### src/rtl/prio_level_stack.sv
// Priority-level stack: saves {level, return PC} on interrupt entry, restores on return,
// and strobes the ra write so the return marker lands in ra at the newly entered level.
module prio_level_stack #(
    parameter int          PRIO_W   = 3,
    parameter int          PC_W     = 32,
    parameter int          DEPTH    = (1 << PRIO_W) - 1,
    parameter logic [31:0] RA_MAGIC = 32'hFFFF_FFFF,
    localparam int         DW       = $clog2(DEPTH + 1)
) (
    input  logic              clk,
    input  logic              reset,
    input  logic              take,
    input  logic [PRIO_W-1:0] take_prio,
    input  logic [PC_W-1:0]   take_pc,
    output logic              take_ack,
    input  logic              ret,
    output logic              ret_valid,
    output logic [PC_W-1:0]   ret_pc,
    output logic [PRIO_W-1:0] level,
    output logic              ra_we,
    output logic [31:0]       ra_data,
    output logic [DW-1:0]     depth,
    output logic              full,
    output logic              empty,
    output logic              err
);

    logic [PRIO_W-1:0] level_q, level_d;
    logic [DW-1:0]     depth_q, depth_d;
    logic [PC_W-1:0]   ret_pc_q, ret_pc_d;
    logic              ret_valid_q, ret_valid_d;
    logic              ra_we_q, ra_we_d;
    logic              err_q, err_d;

    logic [PRIO_W-1:0] mem_lvl_q [DEPTH];
    logic [PC_W-1:0]   mem_pc_q  [DEPTH];
    logic [DW-1:0]     top_idx;

    assign full     = (depth_q == DW'(DEPTH));
    assign empty    = (depth_q == '0);
    assign top_idx  = depth_q - DW'(1);
    // A return in the same cycle always wins; the take is re-evaluated next cycle.
    assign take_ack = take & ~ret & ~full & (take_prio > level_q);

    always_comb begin
        level_d     = level_q;
        depth_d     = depth_q;
        ret_pc_d    = ret_pc_q;
        err_d       = err_q;
        ret_valid_d = 1'b0;
        ra_we_d     = 1'b0;
        if (ret) begin
            if (empty) begin
                err_d = 1'b1;
            end else begin
                depth_d     = top_idx;
                level_d     = mem_lvl_q[top_idx];
                ret_pc_d    = mem_pc_q[top_idx];
                ret_valid_d = 1'b1;
            end
        end else if (take_ack) begin
            depth_d = depth_q + DW'(1);
            level_d = take_prio;
            ra_we_d = 1'b1;
        end
    end

    always_ff @(posedge clk or posedge reset) begin
        if (reset) begin
            level_q     <= '0;
            depth_q     <= '0;
            ret_pc_q    <= '0;
            ret_valid_q <= 1'b0;
            ra_we_q     <= 1'b0;
            err_q       <= 1'b0;
        end else begin
            level_q     <= level_d;
            depth_q     <= depth_d;
            ret_pc_q    <= ret_pc_d;
            ret_valid_q <= ret_valid_d;
            ra_we_q     <= ra_we_d;
            err_q       <= err_d;
        end
    end

    // Stack contents need no reset; only depth_q decides what is live.
    always_ff @(posedge clk) begin
        if (take_ack) begin
            mem_lvl_q[depth_q] <= level_q;
            mem_pc_q[depth_q]  <= take_pc;
        end
    end

    assign level     = level_q;
    assign depth     = depth_q;
    assign ret_pc    = ret_pc_q;
    assign ret_valid = ret_valid_q;
    assign ra_we     = ra_we_q;
    assign err       = err_q;
    assign ra_data   = RA_MAGIC;

endmodule

### config.mk
export PLATFORM = sky130hd
export DESIGN_NAME = prio_level_stack
export DESIGN_NICKNAME = d
export VERILOG_FILES = /design/src/rtl/prio_level_stack.sv
export SDC_FILE = /design/constraint.sdc
export NUM_CORES = 1
export LEC_CHECK = 0
export BUFFER_PORTS_ARGS = -buffer_cell sky130_fd_sc_hd__buf_2
export CAP_MARGIN = 20
export CORE_UTILIZATION = 50
export CTS_BUF_LIST = sky130_fd_sc_hd__clkbuf_8 sky130_fd_sc_hd__clkbuf_16
export DETAILED_ROUTE_END_ITERATION = 6
export PLACE_DENSITY = 0.69
export RECOVER_POWER = 50
export SYNTH_ARGS = -nofsm -noshare
export SYNTH_HDL_FRONTEND = slang
export SYNTH_SLANG_ARGS = --single-unit
export TNS_END_PERCENT = 100
### constraint.sdc
create_clock -name clk -period 11 [get_ports clk]
set_clock_uncertainty 0.15 [all_clocks]
set_input_delay 0.55 -clock clk [delete_from_list [all_inputs] [get_ports clk]]
set_output_delay 0.55 -clock clk [all_outputs]
set_load 0.03 [all_outputs]
==> results of run 1 <==
-- registers in the layout, indices dropped and copies added (netlist names) --
| name | count |
|---|---|
| depth | 3 |
| err | 1 |
| level | 3 |
| mem_lvl_q | 21 |
| mem_pc_q | 224 |
| ra_we | 1 |
| ret_pc | 32 |
| ret_valid | 1 |
-- power breakdown --
part / switching [mW] / internal (mW)
clock: 0.383 / 0.600
combinational: 0.769 / 0.461
sequential: 0.117 / 1.31
total: 1.27 / 2.37
-- cell usage in the layout, fill, tap and decap left out, drive strengths merged, types with 18 or more instances in the layout --
master | Yosys | routed
a211oi | 37 | 37
a21oi | 73 | 73
buf | 51 | 39
clkbuf | 18 | 87
conb | 1 | 32
dfrtp | 41 | 41
edfxtp | 245 | 245
inv | 10 | 18
mux2i | 35 | 35
mux4 | 35 | 35
nor2 | 72 | 72
-- cell type report --
| class | count | area share (%) |
|---|---|---|
| multi-input cells | 318 | 20.0 |
| flip-flops and latches | 286 | 66.0 |
| well taps | 280 | 2.76 |
| repair buffers | 94 | 3.38 |
| clock buffers | 32 | 5.86 |
| clock inverters | 18 | 1.76 |
| inverters | 10 | 0.295 |
-- per-layer routing --
metal	vias to the layer above	track usage, %
met5	-	0
met4	2	5.10
met3	31	3.22
met2	169	31.9
met1	2930	25.0
li1	2632	-
-- through the flow --
step / util [%] / area (sq um) / total power [mW]
after CTS: 58.2 / 12800 / 3.68
after detailed placement: 53.8 / 11800 / 2.70
after global routing: 57.9 / 12700 / 3.83
final: 57.9 / 12700 / 3.64
after global placement: 53.8 / 11800 / 2.66
after floorplan: - / 11400 / 2.42
-- final timing paths --
path	startpoint	end	slack, ns	depth (start not counted)
worst max-delay path	depth[0]$_DFFE_PP0P_	level[2]$_DFFE_PP0P_	6.61	8
worst min-delay path	ret	depth[2]$_DFFE_PP0P_	0.17	2
worst max register to register	depth[0]$_DFFE_PP0P_	level[2]$_DFFE_PP0P_	6.61	8
worst min register to register	err$_DFFE_PP0P_	err$_DFFE_PP0P_	0.31	1
max in group asynchronous	reset	depth[0]$_DFFE_PP0P_	7.82	3
min in group asynchronous	reset	ret_pc[6]$_DFFE_PP0P_	0.92	3
-- critical path, delay by kind of cell, from the launching register on --
kind                     cells  cell delay [ns]
AND/OR/NAND/NOR              1             0.07
multiplexers                 1             0.40
AO/OA/AOI/OAI                2             0.31
adder cells (fa/ha/maj)      1             0.66
flip-flops                   1             0.85
buffers and inverters        3             1.65
-- cells by family (layout without fill, tap and decap cells) --
family / after synthesis / in the layout / synth area share [%]
flops: 286 / 286 / 74.5
compound gates: 115 / 115 / 6.18
simple gates: 91 / 91 / 3.38
buf+inv: 79 / 154 / 4.53
mux: 71 / 71 / 10.4
fa+ha+maj: 7 / 7 / 0.779
xor+xnor: 2 / 2 / 0.222
other cells: 1 / 32 / 0.0333
==> impl_metrics.tcl, run 1 <==
set metrics [dict create \
    ff_latch_area_sq_um 8390 \
    hold_viol 0 \
    synth_area_per_cell_sq_um 17.3 \
    synth_flop_cell "edfxtp_1" \
    routed_wirelength_mm 21.2 \
    cts_sinks 286 \
    worst_slew_pin_slew_ns 2.78 \
    synthesis.area_sq_um 11200 \
    fin_crit_sh_pct 40.0 \
    cts_root_buffer "clkbuf_16" \
    vias_per_cell 5.55 \
    gp_congestion 0.710 \
    async_flop_share_pct 14.3 \
    cellLeakagePower_nw 4.41 \
    synth_seq_cells 286 \
    numCtsBuffers 27 \
    ys_seq_area_share_pct 74.5 \
    cp_common_cell "buf_4" \
    multi_input_area_sq_um 2540 \
    num_rows 54 \
    synth_edf_count 245 \
    cts-htree-levels 1 \
    ir_drop_uv 180 \
    drv_slew 42 \
    syn_inst 652 \
    boundaryPins 115 \
    place_hpwl_mm 11.2 \
    core_area_sq_um 22000 \
    crit_path_cell_trace "buf_4 -> inv_1 -> ha_4 -> buf_4 -> mux4_2 -> a21oi_1 -> nand2_1 -> o221a_2" \
    critPathMaxStageDelay_ns 0.85 \
    worst_slack_ns 6.61 \
    arrival_ns 4.66 \
    drt-met1-wl_mm 9.04 \
    fin_setup_tns_ns 0 \
    violations "DRC, capacitance limit, slew limit" \
    synthTopCellsByCount "245 x edfxtp_1, 73 x a21oi_1, 71 x nor2_1, 41 x dfrtp_1" \
    n_antenna_cell 0 \
    grt_antenna_before_repair 1 \
    io_buffers 82 \
    pre_cts_slack_ns 6.63 \
    hold_path_class "primary input to flip-flop" \
    crit_fanout 63 \
    fin_nets 783 \
    final_cells 1038 \
    hold_buffers 0 \
    max_slew_margin_pct -85.3 \
    synthTopCellsByArea "edfxtp_1 65%, dfrtp_1 9.1%, mux4_2 6.4%" \
    postCtsSetupBuffers 0 \
    grt_pass1_vias 5933 \
    start_util_pct 51.2 \
    fillers 1633 \
    wl_per_cell_um 20.4 \
    start_kind "flip-flop" \
    finalSetupViolCount 0 \
    grt_overflow_total 0 \
    max_clock_freq_mhz 228 \
    yosysTopAreaCell "edfxtp_1" \
    grt_usage_pct 18.7 \
    drtIter0Drc 406 \
    die_area_sq_um 23100 \
    layout-drive-gt1-share_pct 17.5 \
    die_w_um 152 \
    met2_length_mm 10.7 \
    top_layer_used "met5" \
    yosysWarnings 0 \
    rsz0062_at_grt "false" \
    status "complete, but fails checks" \
    drc_errors 25 \
    dp_cells 988 \
    whs_ns 0.173 \
    clockBufferDepth 3 \
    num_vias 5764 \
    synth.most_common_cell "edfxtp_1" \
    postRouteAntennaNets 0 \
    maxCapViolCount 1 \
    syn_to_final_growth_pct 13.0 \
    power.density_nw_per_um2 286 \
    grt_max_degree 73 \
    cts-resized-gates 0 \
    fin_crit_ns 4.40 \
    netlist.area_leader.share_pct 65.4 \
    endpoint_kind "flip-flop" \
    cts.clk_slew.worst_paths_ns 0.07 \
    grt_first_pass_wirelength_mm 33.3 \
    die_y_um 152 \
    dr_wl_met3_mm 1.10 \
    cts_tree "yes" \
    yosysUniqueCellTypes 36 \
    path_class "flip-flop to flip-flop" \
    insertion_delay_ns 0.53 \
    cp_slowest_cell "dfrtp_4" \
    worstPathRequired_ns 11.27 \
    dr.pass1.iters 7 \
]
Note: power is estimated with default switching activity, not from simulation.
==> run 2, diff against run 1 <==
Clock period 11 ns to 4.33 ns, I/O delays scaled along.
==> impl_metrics.tcl, run 2 (synthesis gave the netlist of run 1 again) <==
set metrics [dict create \
    routed_wirelength_mm 21.3 \
    syn_to_final_growth_pct 16.2 \
    fin_crit_ns 3.13 \
    power.total_mw 9.20 \
    mostFrequentLayoutCells "245 x edfxtp_1, 73 x a21oi_1, 70 x nor2_1" \
    grt_usage_pct 19.0 \
    grt_first_pass_wirelength_mm 33.8 \
    setup.worst_path.end "mem_pc_q[4][25]$_DFFE_PP_" \
    fin_crit_sh_pct 72.3 \
    drv_slew 26 \
    worst_r2r_path_depth 7 \
    worst_slew_pin_slew_ns 1.85 \
    r2r_end "mem_pc_q[4][25]$_DFFE_PP_" \
    insertion_delay_ns 0.54 \
    finalSetupViolCount 0 \
    critPathLaunch "depth[0]$_DFFE_PP0P_" \
    endpoint_kind "flip-flop" \
    ir_drop_uv 456 \
    drc_errors 28 \
    gp_congestion 0.718 \
    hp-start "take" \
    ff_latch_area_sq_um 8390 \
    path_class "flip-flop to flip-flop" \
    largest_register_ffs 224 \
    core_area_sq_um 22000 \
    cts_sinks 286 \
    die_y_um 152 \
    utilization_pct 59.5 \
    r2r_start "depth[0]$_DFFE_PP0P_" \
    arrival_ns 3.17 \
    cts_root_buffer "clkbuf_16" \
    wl_per_cell_um 19.7 \
    cts_tree "yes" \
    layout_commonest_cell "edfxtp_1" \
    vias_per_cell 5.44 \
    clockBufferDepth 3 \
    rsz0062_at_grt "false" \
    final_cells 1082 \
    place_hpwl_mm 11.7 \
    numCtsBuffers 28 \
    start_util_pct 51.2 \
    grt_antenna_before_repair 0 \
    num_rows 54 \
    die_area_sq_um 23100 \
    maxCapViolCount 1 \
    fin_setup_tns_ns 0 \
    grt_max_degree 54 \
    num_vias 5891 \
    grt_pass1_vias 6137 \
    layout-drive-gt1-share_pct 17.3 \
    drtIter0Drc 348 \
    grt_overflow_total 0 \
    dr.pass1.iters 7 \
    r2r_slack_ns 1.20 \
    hold_path_class "primary input to flip-flop" \
    worstPathRequired_ns 4.37 \
    violations "DRC, capacitance limit, slew limit" \
    boundaryPins 115 \
    start_kind "flip-flop" \
    whs_ns 0.121 \
    status "complete, but fails checks" \
    postCtsSetupBuffers 0 \
    fillers 1623 \
    die_w_um 152 \
    hold_viol 0 \
    n_antenna_cell 0 \
    io_buffers 82 \
    multi_input_area_sq_um 2540 \
    max_clock_freq_mhz 320 \
    max_slew_margin_pct -23.3 \
    cts-htree-levels 1 \
    cellLeakagePower_nw 4.57 \
    dp_cells 992 \
    top_register "mem_pc_q" \
    fin_nets 826 \
    cts.clk_slew.worst_paths_ns 0.07 \
    postRouteAntennaNets 0 \
    power.density_nw_per_um2 704 \
    crit_fanout 25 \
]
==> run 2: changes by cell type in the layout (fill, tap and decap cells not counted), moves of 3 or more <==
cell           change
dlygate4sd3_1     +37
clkinv_2           +8
buf_4              +4
clkinv_1           +4
bufinv_16          -3
clkbuf_8           -3
clkinv_4           -3
inv_1              -3
==> run 2: worst min-delay path by stage <==
stage / cells after the start / slack (ns) / end
floorplan: 0 / 0.17 / mem_pc_q[0][0]$_DFFE_PP_
global placement: 1 / 0.29 / err$_DFFE_PP0P_
detailed placement: 1 / 0.29 / err$_DFFE_PP0P_
CTS: 4 / 0.1 / ra_we$_DFF_PP0_
global route: 4 / 0.14 / ra_we$_DFF_PP0_
finish: 4 / 0.12 / ra_we$_DFF_PP0_
==> run 2: layer usage <==
metal	routed length, um	global-route usage (%)	share of wire [%]	vias to the layer above
met2	10500	32.5	49	177
li1	-	-	-	2711
met3	1150	2.91	5.4	26
met4	334	4.91	1.6	0
met1	9290	25.5	44	2977
met5	0	0	0	-
==> run 2: timing repair <==
action,CTS,global route
endpoints found under the setup margin,0,0
hold buffers,37,0
resized for setup,0,0
hold endpoints to repair,271,0
==> run 2: through the flow <==
step / instance area, sq um / setup WS (ns)
floorplan: 11400 / -1.34
global placement: 11900 / 1.29
detailed placement: 11900 / 1.21
CTS: 13100 / 1.20
global route: 13100 / 1.00
finish: 13100 / 1.20
==> run 2: final cells by class <==
class / instances / share of cell area (%)
repair buffers: 136 / 6.50
well taps: 280 / 2.68
inverters: 10 / 0.287
clock inverters: 22 / 1.30
multi-input cells: 318 / 19.5
flip-flops and latches: 286 / 64.2
clock buffers: 30 / 5.57
==> run 2: worst max-delay path, cell delays in order (launching register included) <==
cell,delay [ns]
dfrtp_4,0.61
ha_1,0.26
ha_1,0.19
and4bb_2,0.31
nand2_2,0.16
inv_2,0.19
and4_2,0.45
buf_4,0.44
==> run 2: power breakdown <==
part	leakage (nW)	switching, mW	internal [mW]
clock	0.464	0.996	1.34
sequential	2.67	0.244	3.33
combinational	1.44	2.06	1.24
==> run 3, diff against run 2 <==
Clock period 4.33 ns to 3.3 ns, I/O delays scaled along.
==> impl_metrics.tcl, run 3 (synthesis gave the netlist of run 1 again) <==
set metrics [dict create \
    status "complete, but fails checks" \
    violations "DRC" \
    num_rows 54 \
    hp-start "take" \
    worst_slack_ns 0.561 \
    dr.pass1.iters 6 \
    gp_congestion 0.771 \
    max_clock_freq_mhz 365 \
    crit_family "simple AND/OR/NAND/NOR gates" \
    vias_per_cell 5.46 \
    grt_first_pass_wirelength_mm 33.9 \
    crit_buf_inv 3 \
    arrival_ns 2.80 \
    swShare_pct 34.6 \
    grt_antenna_before_repair 0 \
    finalSetupViolCount 0 \
    fin_setup_tns_ns 0 \
    power.total_mw 12.8 \
    min_to "ra_we$_DFF_PP0_" \
    grt_max_degree 77 \
    cellLeakagePower_nw 4.69 \
    ir_drop_uv 592 \
    core_area_sq_um 22000 \
    mostFrequentLayoutCells "245 x edfxtp_1, 73 x a21oi_1, 70 x nor2_1" \
    drc_errors 24 \
    maxCapViolCount 0 \
    fin_nets 826 \
    worstPathRequired_ns 3.36 \
    r2r_slack_ns 0.56 \
    fin_crit_sh_pct 83.0 \
    boundaryPins 115 \
    die_y_um 152 \
    fin_crit_ns 2.74 \
    final_cells 1082 \
    utilization_pct 61.2 \
    critPathMaxStageDelay_ns 0.56 \
    max_slew_margin_pct 46.8 \
    drv_slew 0 \
    dp_cells 991 \
    num_vias 5908 \
    crit_fanout 35 \
    clockBufferDepth 3 \
    cts-htree-levels 1 \
    largest_register_ffs 224 \
    crit_path_cell_trace "inv_1 -> ha_1 -> nand3_1 -> and4bb_2 -> nand2_2 -> inv_2 -> nand2_1 -> nor3b_4 -> buf_12" \
    cts_sinks 286 \
    grt_overflow_total 0 \
    cp_slowest_cell "dfrtp_1" \
    cts.clk_slew.worst_paths_ns 0.06 \
    postRouteAntennaNets 0 \
    worst_slew_pin_slew_ns 0.796 \
    insertion_delay_ns 0.53 \
    top_register "mem_pc_q" \
    pre_cts_slack_ns 0.613 \
    clkPwrFrac_pct 27.8 \
    r2r_end "mem_pc_q[5][11]$_DFFE_PP_" \
    power.density_nw_per_um2 950 \
    drtIter0Drc 333 \
    p_int_mw 8.35 \
    dpl-instance-area_sq_um 12000 \
    start_kind "flip-flop" \
    p_seq_share_pct 36.2 \
    p_switching_mw 4.42 \
    path_class "flip-flop to flip-flop" \
    die_w_um 152 \
    place_hpwl_mm 11.4 \
    layout_commonest_cell "edfxtp_1" \
    worst_r2r_path_depth 9 \
    endpoint_kind "flip-flop" \
    rsz0062_at_grt "false" \
    syn_to_final_growth_pct 19.5 \
    numCtsBuffers 29 \
    r2r_start "level[2]$_DFFE_PP0P_" \
    hold_path_class "primary input to flip-flop" \
    grt_pass1_vias 6198 \
    whs_ns 0.142 \
    cts_root_buffer "clkbuf_16" \
    holdPathStages 5 \
    n_antenna_cell 0 \
    routed_wirelength_mm 21.4 \
    final_area_sq_um 13400 \
    postCtsSetupBuffers 0 \
    start_util_pct 51.2 \
    cts_tree "yes" \
    die_area_sq_um 23100 \
    hold_viol 0 \
    grt_usage_pct 19.0 \
    io_buffers 82 \
    wl_per_cell_um 19.8 \
    layout-drive-gt1-share_pct 18.2 \
    power.share.combinational_pct 36.0 \
]
run 3: repair_timing:
action / CTS / global route
gates resized for setup: 0 / 0
hold buffers: 37 / 0
hold endpoints to repair: 271 / 0
run 3: layer usage:
layer  vias to the layer above  wire (um)  GRT usage [%]  share of wire [%]
met5                         -          0              0                  0
met4                         0        372           5.44                1.7
met3                        28       1010           2.91                4.7
met2                       162      10800           32.6                 50
met1                      3005       9260           25.6                 43
li1                       2713          -              -                  -
run 3: final cells by class:
type / count / area [sq um]
fillers: 1605 / 8520
flip-flops and latches: 286 / 8390
multi-input cells: 318 / 2610
repair buffers: 135 / 983
clock buffers: 36 / 822
well taps: 280 / 350
clock inverters: 17 / 249
inverters: 10 / 37.5
run 3: worst max-delay path by stage:
stage,from,to,slack [ns],depth (start not counted)
floorplan,depth[1]$_DFFE_PP0P_,mem_lvl_q[2][0]$_DFFE_PP_,0.001,6
global placement,depth[1]$_DFFE_PP0P_,mem_pc_q[5][19]$_DFFE_PP_,0.70,8
detailed placement,depth[1]$_DFFE_PP0P_,depth[1]$_DFFE_PP0P_,0.61,8
CTS,depth[1]$_DFFE_PP0P_,depth[0]$_DFFE_PP0P_,0.57,8
global route,depth[1]$_DFFE_PP0P_,depth[1]$_DFFE_PP0P_,0.37,8
finish,level[2]$_DFFE_PP0P_,mem_pc_q[5][11]$_DFFE_PP_,0.56,9
run 3: worst min-delay path, delay by kind of cell:
kind	cells	cell delay, ns
buffers and inverters	3	0.32
and+or+nand+nor	2	0.30
run 3: power by group through the flow:
stage / logic [mW] / registers [mW] / clock network, mW
after floorplan: 3.02 / 5.13 / 0
after global placement: 4.55 / 4.67 / 0
after detailed placement: 4.64 / 4.70 / 0
after CTS: 4.70 / 4.63 / 3.60
after global routing: 5.01 / 4.67 / 3.73
final: 4.59 / 4.63 / 3.55
